[src/rtl/lsu_pkg.sv]
// Shared encodings for the load/store unit: access sizes, fault codes and FSM states.
package lsu_pkg;

   localparam logic [1:0] SZ_BYTE = 2'b00;
   localparam logic [1:0] SZ_HALF = 2'b01;
   localparam logic [1:0] SZ_WORD = 2'b10;
   localparam logic [1:0] SZ_RSVD = 2'b11;

   localparam logic [1:0] FLT_NONE     = 2'b00;
   localparam logic [1:0] FLT_MISALIGN = 2'b01;
   localparam logic [1:0] FLT_RANGE    = 2'b10;

   typedef enum logic [1:0] {
      ST_IDLE,
      ST_RD,
      ST_WR,
      ST_RESP
   } lsu_state_t;

   // The reserved size code is executed as a full word access.
   function automatic logic [1:0] norm_size(input logic [1:0] size);
      return (size == SZ_RSVD) ? SZ_WORD : size;
   endfunction

endpackage

[src/rtl/lsu_lane.sv]
// Big-endian lane handling: extract-and-extend for loads, lane merge for read-modify-write stores.
module lsu_lane
   import lsu_pkg::*;
(
   input  logic [1:0]  offset,
   input  logic [1:0]  size,
   input  logic        zero_ext,
   input  logic [31:0] rd_word,
   input  logic [31:0] wdata,
   output logic [31:0] load_data,
   output logic [31:0] store_word
);

   logic [4:0]  shift;
   logic [31:0] lane_mask;
   logic [31:0] lane_bits;

   always_comb begin
      shift     = 5'd0;
      lane_mask = 32'hFFFF_FFFF;
      // Offset 0 is the most significant lane, so the shift counts down from the top.
      case (size)
         SZ_BYTE: begin
            shift     = {~offset, 3'b000};
            lane_mask = 32'h0000_00FF;
         end
         SZ_HALF: begin
            shift     = offset[1] ? 5'd0 : 5'd16;
            lane_mask = 32'h0000_FFFF;
         end
         default: begin
         end
      endcase

      lane_bits = (rd_word >> shift) & lane_mask;

      case (size)
         SZ_BYTE: load_data = zero_ext ? lane_bits : {{24{lane_bits[7]}}, lane_bits[7:0]};
         SZ_HALF: load_data = zero_ext ? lane_bits : {{16{lane_bits[15]}}, lane_bits[15:0]};
         default: load_data = rd_word;
      endcase

      store_word = (rd_word & ~(lane_mask << shift)) | ((wdata & lane_mask) << shift);
   end

endmodule

[src/rtl/load_store_unit.sv]
// Memory-stage load/store unit: byte/half/word accesses over a word-only big-endian memory.
// Macro LSU_ALIGN_CHECK_EN: fault misaligned accesses; when undefined they are force-aligned.
module load_store_unit
   import lsu_pkg::*;
#(
   parameter int ADDR_W    = 32,
   parameter int MEM_BYTES = 256
) (
   input  logic              clk,
   input  logic              reset,
   input  logic              req_valid,
   output logic              req_ready,
   input  logic              req_is_store,
   input  logic [1:0]        req_size,
   input  logic              req_unsigned,
   input  logic [ADDR_W-1:0] req_addr,
   input  logic [31:0]       req_wdata,
   output logic              resp_valid,
   output logic [31:0]       resp_rdata,
   output logic [1:0]        resp_fault,
   output logic [31:0]       mem_addr,
   output logic [31:0]       mem_wr_data,
   output logic              mem_wr,
   output logic              mem_rd,
   input  logic [31:0]       mem_rd_data
);

   localparam logic [ADDR_W:0] LIMIT = (ADDR_W+1)'(MEM_BYTES);

   lsu_state_t state, state_next;

   logic              store_q;
   logic              zero_ext_q;
   logic [1:0]        size_q;
   logic [1:0]        offset_q;
   logic [31:0]       wdata_q;

   logic              accept;
   logic [1:0]        size_eff;
   logic [ADDR_W-1:0] addr_eff;
   logic [ADDR_W-1:0] word_addr;
   logic              misalign;
   logic              out_of_range;
   logic [1:0]        fault;

   logic [31:0]       load_data;
   logic [31:0]       store_word;

   logic              mem_rd_next;
   logic              mem_wr_next;
   logic [31:0]       mem_addr_next;
   logic [31:0]       mem_wr_data_next;
   logic              resp_valid_next;
   logic [31:0]       resp_rdata_next;
   logic [1:0]        resp_fault_next;

   assign req_ready = (state == ST_IDLE);
   assign accept    = req_valid & req_ready;

   always_comb begin
      size_eff = norm_size(req_size);
      addr_eff = req_addr;
      misalign = 1'b0;
`ifdef LSU_ALIGN_CHECK_EN
      if (size_eff == SZ_HALF)
         misalign = req_addr[0];
      else if (size_eff == SZ_WORD)
         misalign = |req_addr[1:0];
`else
      if (size_eff == SZ_HALF)
         addr_eff[0] = 1'b0;
      else if (size_eff == SZ_WORD)
         addr_eff[1:0] = 2'b00;
`endif
      word_addr = {addr_eff[ADDR_W-1:2], 2'b00};
      // Extra carry bit keeps the +3 from wrapping at the top of the address space.
      out_of_range = ({1'b0, word_addr} + (ADDR_W+1)'(3)) >= LIMIT;
      if (misalign)
         fault = FLT_MISALIGN;
      else if (out_of_range)
         fault = FLT_RANGE;
      else
         fault = FLT_NONE;
   end

   lsu_lane u_lane (
      .offset     (offset_q),
      .size       (size_q),
      .zero_ext   (zero_ext_q),
      .rd_word    (mem_rd_data),
      .wdata      (wdata_q),
      .load_data  (load_data),
      .store_word (store_word)
   );

   always_comb begin
      state_next       = state;
      mem_rd_next      = 1'b0;
      mem_wr_next      = 1'b0;
      mem_addr_next    = mem_addr;
      mem_wr_data_next = mem_wr_data;
      resp_valid_next  = 1'b0;
      resp_rdata_next  = resp_rdata;
      resp_fault_next  = resp_fault;

      case (state)
         ST_IDLE: begin
            if (req_valid) begin
               if (fault != FLT_NONE) begin
                  state_next      = ST_RESP;
                  resp_valid_next = 1'b1;
                  resp_rdata_next = 32'h0;
                  resp_fault_next = fault;
               end else begin
                  mem_addr_next = 32'(word_addr);
                  if (req_is_store && size_eff == SZ_WORD) begin
                     state_next       = ST_WR;
                     mem_wr_next      = 1'b1;
                     mem_wr_data_next = req_wdata;
                  end else begin
                     state_next  = ST_RD;
                     mem_rd_next = 1'b1;
                  end
               end
            end
         end
         ST_RD: begin
            if (store_q) begin
               state_next       = ST_WR;
               mem_wr_next      = 1'b1;
               mem_wr_data_next = store_word;
            end else begin
               state_next      = ST_RESP;
               resp_valid_next = 1'b1;
               resp_rdata_next = load_data;
               resp_fault_next = FLT_NONE;
            end
         end
         ST_WR: begin
            state_next      = ST_RESP;
            resp_valid_next = 1'b1;
            resp_rdata_next = 32'h0;
            resp_fault_next = FLT_NONE;
         end
         default: state_next = ST_IDLE;
      endcase
   end

   always_ff @(posedge clk) begin
      if (reset) begin
         state       <= ST_IDLE;
         mem_rd      <= 1'b0;
         mem_wr      <= 1'b0;
         mem_addr    <= 32'h0;
         mem_wr_data <= 32'h0;
         resp_valid  <= 1'b0;
         resp_rdata  <= 32'h0;
         resp_fault  <= FLT_NONE;
      end else begin
         state       <= state_next;
         mem_rd      <= mem_rd_next;
         mem_wr      <= mem_wr_next;
         mem_addr    <= mem_addr_next;
         mem_wr_data <= mem_wr_data_next;
         resp_valid  <= resp_valid_next;
         resp_rdata  <= resp_rdata_next;
         resp_fault  <= resp_fault_next;
      end
   end

   // Request fields are held for the whole access; they carry no reset.
   always_ff @(posedge clk) begin
      if (accept) begin
         store_q    <= req_is_store;
         zero_ext_q <= req_unsigned;
         size_q     <= size_eff;
         offset_q   <= addr_eff[1:0];
         wdata_q    <= req_wdata;
      end
   end

endmodule

[config.mk]
export PLATFORM = sky130hd
export DESIGN_NAME = load_store_unit
export DESIGN_NICKNAME = d
export VERILOG_FILES = /design/src/rtl/lsu_pkg.sv /design/src/rtl/lsu_lane.sv /design/src/rtl/load_store_unit.sv
export SDC_FILE = /design/constraint.sdc
export NUM_CORES = 1
export LEC_CHECK = 0
export ABC_AREA = 1
export CORE_MARGIN = 1.5
export CORE_UTILIZATION = 47
export CTS_CLUSTER_SIZE = 40
export DETAILED_ROUTE_END_ITERATION = 16
export GPL_TIMING_DRIVEN = 0
export MAX_ROUTING_LAYER = met4
export PLACE_DENSITY = 0.8
export SLEW_MARGIN = 25
export SYNTH_ARGS = -nofsm -noshare
export SYNTH_HDL_FRONTEND = slang
export SYNTH_HIERARCHICAL = 1
export SYNTH_SLANG_ARGS = --single-unit
[constraint.sdc]
create_clock -name clk -period 2.3 [get_ports clk]
set_input_delay 0.23 -clock clk [delete_from_list [all_inputs] [get_ports clk]]
set_output_delay 0.23 -clock clk [all_outputs]
set_load 0.01 [all_outputs]
==> results.txt <==
----------------------------------------------------
[Outcome]
  Outcome ... finished, final reports clean

[Yosys]
  Top_reg_cell synth ... sky130_fd_sc_hd__dfxtp_1
  Netlist area before placement ... 6690 um^2
  Largest area contributor in the netlist ... sky130_fd_sc_hd__dfxtp_1
  Most instantiated library cell after synthesis ... sky130_fd_sc_hd__nand2_1
  Area share of the largest cell type after synthesis ... 29.9%
  Most frequent cells after synthesis ... sky130_fd_sc_hd__nand2_1 (208), sky130_fd_sc_hd__dfxtp_1 (100), sky130_fd_sc_hd__a21oi_1 (81)
  Synth Instances ... 815
  Share of the yosys chip area belonging to registers ... 47.0%
  Number of flops mapped to enable cells by yosys ... 38
  Top cells by area in the synthesized netlist ... sky130_fd_sc_hd__dfxtp_1 (30%), sky130_fd_sc_hd__edfxtp_1 (17%), sky130_fd_sc_hd__nand2_1 (12%)
  Post-synthesis sequential element count ... 138
  Yosys warning total ... 6
  Distinct cells, synth ... 39
  Ys async rst share ... 0%
  Syn Area/Cell ... 8.21 um^2

[Drt]
  Number of optimization iterations in the first detailed-route pass ... 6
  Number of violations reported at the end of detailed-routing iteration 0 ... 444
  DRC violations left ... 0
  Total routed wirelength ... 21600 um
  Vias post-DR ... 6687
  Drt wl/cell ... 17.6 um
  Via/cell ratio ... 5.44
  Post-route ant nets ... 0

[Power]
  Peak ir drop on the vdd network ... 687 uV
  Areal power density over the cells ... 1040 nW/um^2
  Leakage dissipation ... 0.00372 uW
  Final Power ... 9920 uW

[Cells and area]
  Fraction of final layout cells sized beyond drive strength 1 ... 11.4%
  Area growth from synthesis to final layout ... 42.1%
  # nets final ... 1144
  Final non-filler cell total ... 1229
  Post-route cell area ... 9510 um^2
  Count of filler cells inserted in the layout ... 1185
  # diodes ... 0

[Floorplan]
  Vertical extent of the die ... 122 um
  Horiz. Die Dim ... 122 um
  Total I/O pin count ... 205
  Effective utilization at floorplan ... 48.2%
  Number of core rows ... 43
  Floorplan die area ... 15000 um^2
  Placeable core area ... 13900 um^2

[Timing]
  Normalized max-slew margin ... 45.2%
  Final period utilization ... 93.4%
  Clock skew ... 9.76 ps
  Fmax ... 0.466 GHz
  Final setup viols ... 0
  Clock period minus worst slack ... 2150 ps
  Setup_tns ... 0 ps
  Worst Tran Pin Value ... 820 ps
  Tightest hold margin ... 359 ps
  Number of max-slew violations in the final report ... 0
  Hold violation total from the final report ... 0
  RSZ-0062 raised after global routing ... false

[Clocking]
  Number of buffers created by CTS ... 17
  CTS sink cnt ... 138
  Worst skew pair latency ... 430 ps
  Clk buf depth ... 2
  Clock tree from TritonCTS ... done
  Number of levels in the clock H-tree ... 4
  Post-CTS clock slew at the launch and capture registers of the worst setup and hold paths ... 60 ps
  Library cell used as clock root buffer ... sky130_fd_sc_hd__clkbuf_16

[Worst setup path]
  Crit-path cells ... buf_6 -> inv_1 -> nand2_2 -> nor2_4 -> buf_6 -> nand2_1 -> nand2_1 -> nand2_1 -> o21ai_0 -> mux2_2 -> nand3_1 -> a21oi_1
  Element type at the critical path end ... flip-flop
  Cell family contributing the most delay on the critical path ... simple AND/OR/NAND/NOR gates
  Largest fanout on the critical path ... 10
  Classification of the worst setup path ... reg -> reg
  Startpoint kind of the worst setup timing path ... flip-flop
  Slack of the worst reg-to-reg path ... 150 ps
  Most frequent cell on the critical path ... sky130_fd_sc_hd__nand2_1
  Slowest CP cell ... sky130_fd_sc_hd__edfxtp_1
  Required time at the endpoint of the critical path ... 2650 ps
  Data arrival, critical path ... 2500 ps
  Delay of the slowest cell on the worst path ... 390 ps
  Count of buffer and inverter cells on the critical path ... 3

[GRT]
  GRT overflow ... 0
  Pin count of the biggest net entering global routing ... 40
  All-Layer GR Usage ... 30.3%
  Wire length of the first global-routing pass ... 32900 um
  Initial antenna violation count ... 0
  Via count of the first global-routing pass ... 6263

[Place]
  Total placed cells including tap cells ... 1197
  # port buffers ... 200
  Total placed instance area ... 8930 um^2
  Final estimated routing congestion in global placement ... 0.974
  Detailed placement HPWL ... 16700 um

[Min path]
  Hold crit path type ... in -> reg

[Flow run]
  Number of max-capacitance violations reported ... 0

----------------------------------------------------
==> power by group <==
part / internal [uW] / switching (uW) / total (uW)
Clock: 1660 / 1050 / 2700
Combinational: 1660 / 2310 / 3960
Sequential: 3010 / 246 / 3250
Total: 6320 / 3600 / 9920
==> routing by layer <==
metal | up-vias | global-route usage (%) | part of all wire [%]
li1 | 3224 | - | -
met1 | 3012 | 37.4 | 41
met2 | 384 | 46.8 | 46
met3 | 67 | 7.71 | 9.3
met4 | 0 | 13.4 | 3.7
met5 | - | - | 0
==> cell usage in the layout (no fill, tap or decap), drive strengths merged <==
| cell | synthesis | final |
|---|---|---|
| o221ai | 2 | 2 |
| buf | 37 | 37 |
| and2 | 1 | 1 |
| mux2 | 32 | 32 |
| clkinv | 0 | 5 |
| o211ai | 11 | 11 |
| nand2 | 214 | 214 |
| nor3b | 25 | 25 |
| o22ai | 6 | 6 |
| nand3 | 59 | 59 |
| a31oi | 4 | 4 |
| clkinvlp | 0 | 2 |
| o21ai | 36 | 36 |
| nor2 | 43 | 43 |
| edfxtp | 38 | 38 |
| dfxtp | 100 | 100 |
| bufinv | 0 | 2 |
| o311ai | 1 | 1 |
| nand4 | 35 | 35 |
| inv | 47 | 49 |
| conb | 1 | 3 |
| ha | 5 | 5 |
| a211oi | 2 | 2 |
| a21oi | 81 | 81 |
| a22oi | 8 | 8 |
| clkbuf | 24 | 45 |
| nor3 | 1 | 1 |
| mux2i | 2 | 2 |
| clkdlybuf4s50 | 0 | 200 |
==> registers in the layout, indices dropped and copies added (netlist names), 2 cells and up <==
register     count
resp_rdata      32
mem_wr_data     32
size_q           2
wdata_q         32
state            2
offset_q         2
mem_addr        30
==> worst reg2reg max path, cell delays in order, from the launching register on <==
cell and delay (ps):
sky130_fd_sc_hd__edfxtp_1 390, sky130_fd_sc_hd__buf_6 170, sky130_fd_sc_hd__inv_1 80, sky130_fd_sc_hd__nand2_2 170, sky130_fd_sc_hd__nor2_4 260, sky130_fd_sc_hd__buf_6 180
sky130_fd_sc_hd__nand2_1 60, sky130_fd_sc_hd__nand2_1 120, sky130_fd_sc_hd__nand2_1 60, sky130_fd_sc_hd__o21ai_0 160, sky130_fd_sc_hd__mux2_2 220, sky130_fd_sc_hd__nand3_1 80
sky130_fd_sc_hd__a21oi_1 140
==> final cells by class <==
type                            count  area [um^2]  area share [%]
Sequential cell                   138         3140            33.1
Multi-Input combinational cell    571         3070            32.3
Timing Repair Buffer              200         2000            21.1
Clock buffer                       21          462            4.86
Buffer                             61          313            3.29
Tap cell                          180          225            2.37
Inverter                           47          176            1.86
Clock inverter                     11          119            1.25
==> kinds of logic (layout without fill, tap and decap cells) <==
family | Yosys count | in the layout | synth area share, %
AOI/OAI and AO/OA | 151 | 151 | 12.6
adders and majority gates | 5 | 5 | 0.935
buffers and inverters | 108 | 340 | 7.29
DFF | 138 | 138 | 47.0
muxes | 34 | 34 | 5.68
other | 1 | 3 | 0.0560
and+or+nand+nor | 378 | 378 | 26.5
==> metrics by stage <==
stage	setup WS (ps)	util (%)
floorplan	243	-
global placement	-92.6	64.3
detailed placement	75.7	64.3
CTS	62.0	68.5
global route	42.8	68.5
finish	152	68.5
==> final timing paths <==
path                 start  cells after the start               to
min           req_unsigned                      1       zero_ext_q
min reg2reg  resp_fault[1]                      2    resp_fault[1]
max reg2reg      size_q[1]                     12  mem_wr_data[14]
max              size_q[1]                     12  mem_wr_data[14]
==> timing repair <==
action | CTS | global route
setup endpoints to repair | 0 | 5
resized for setup | 0 | 2
hold buffers | 0 | 0
buffers inserted | 0 | 0
hold endpoints to repair | 0 | 0
(Power assumes the default switching activity.)
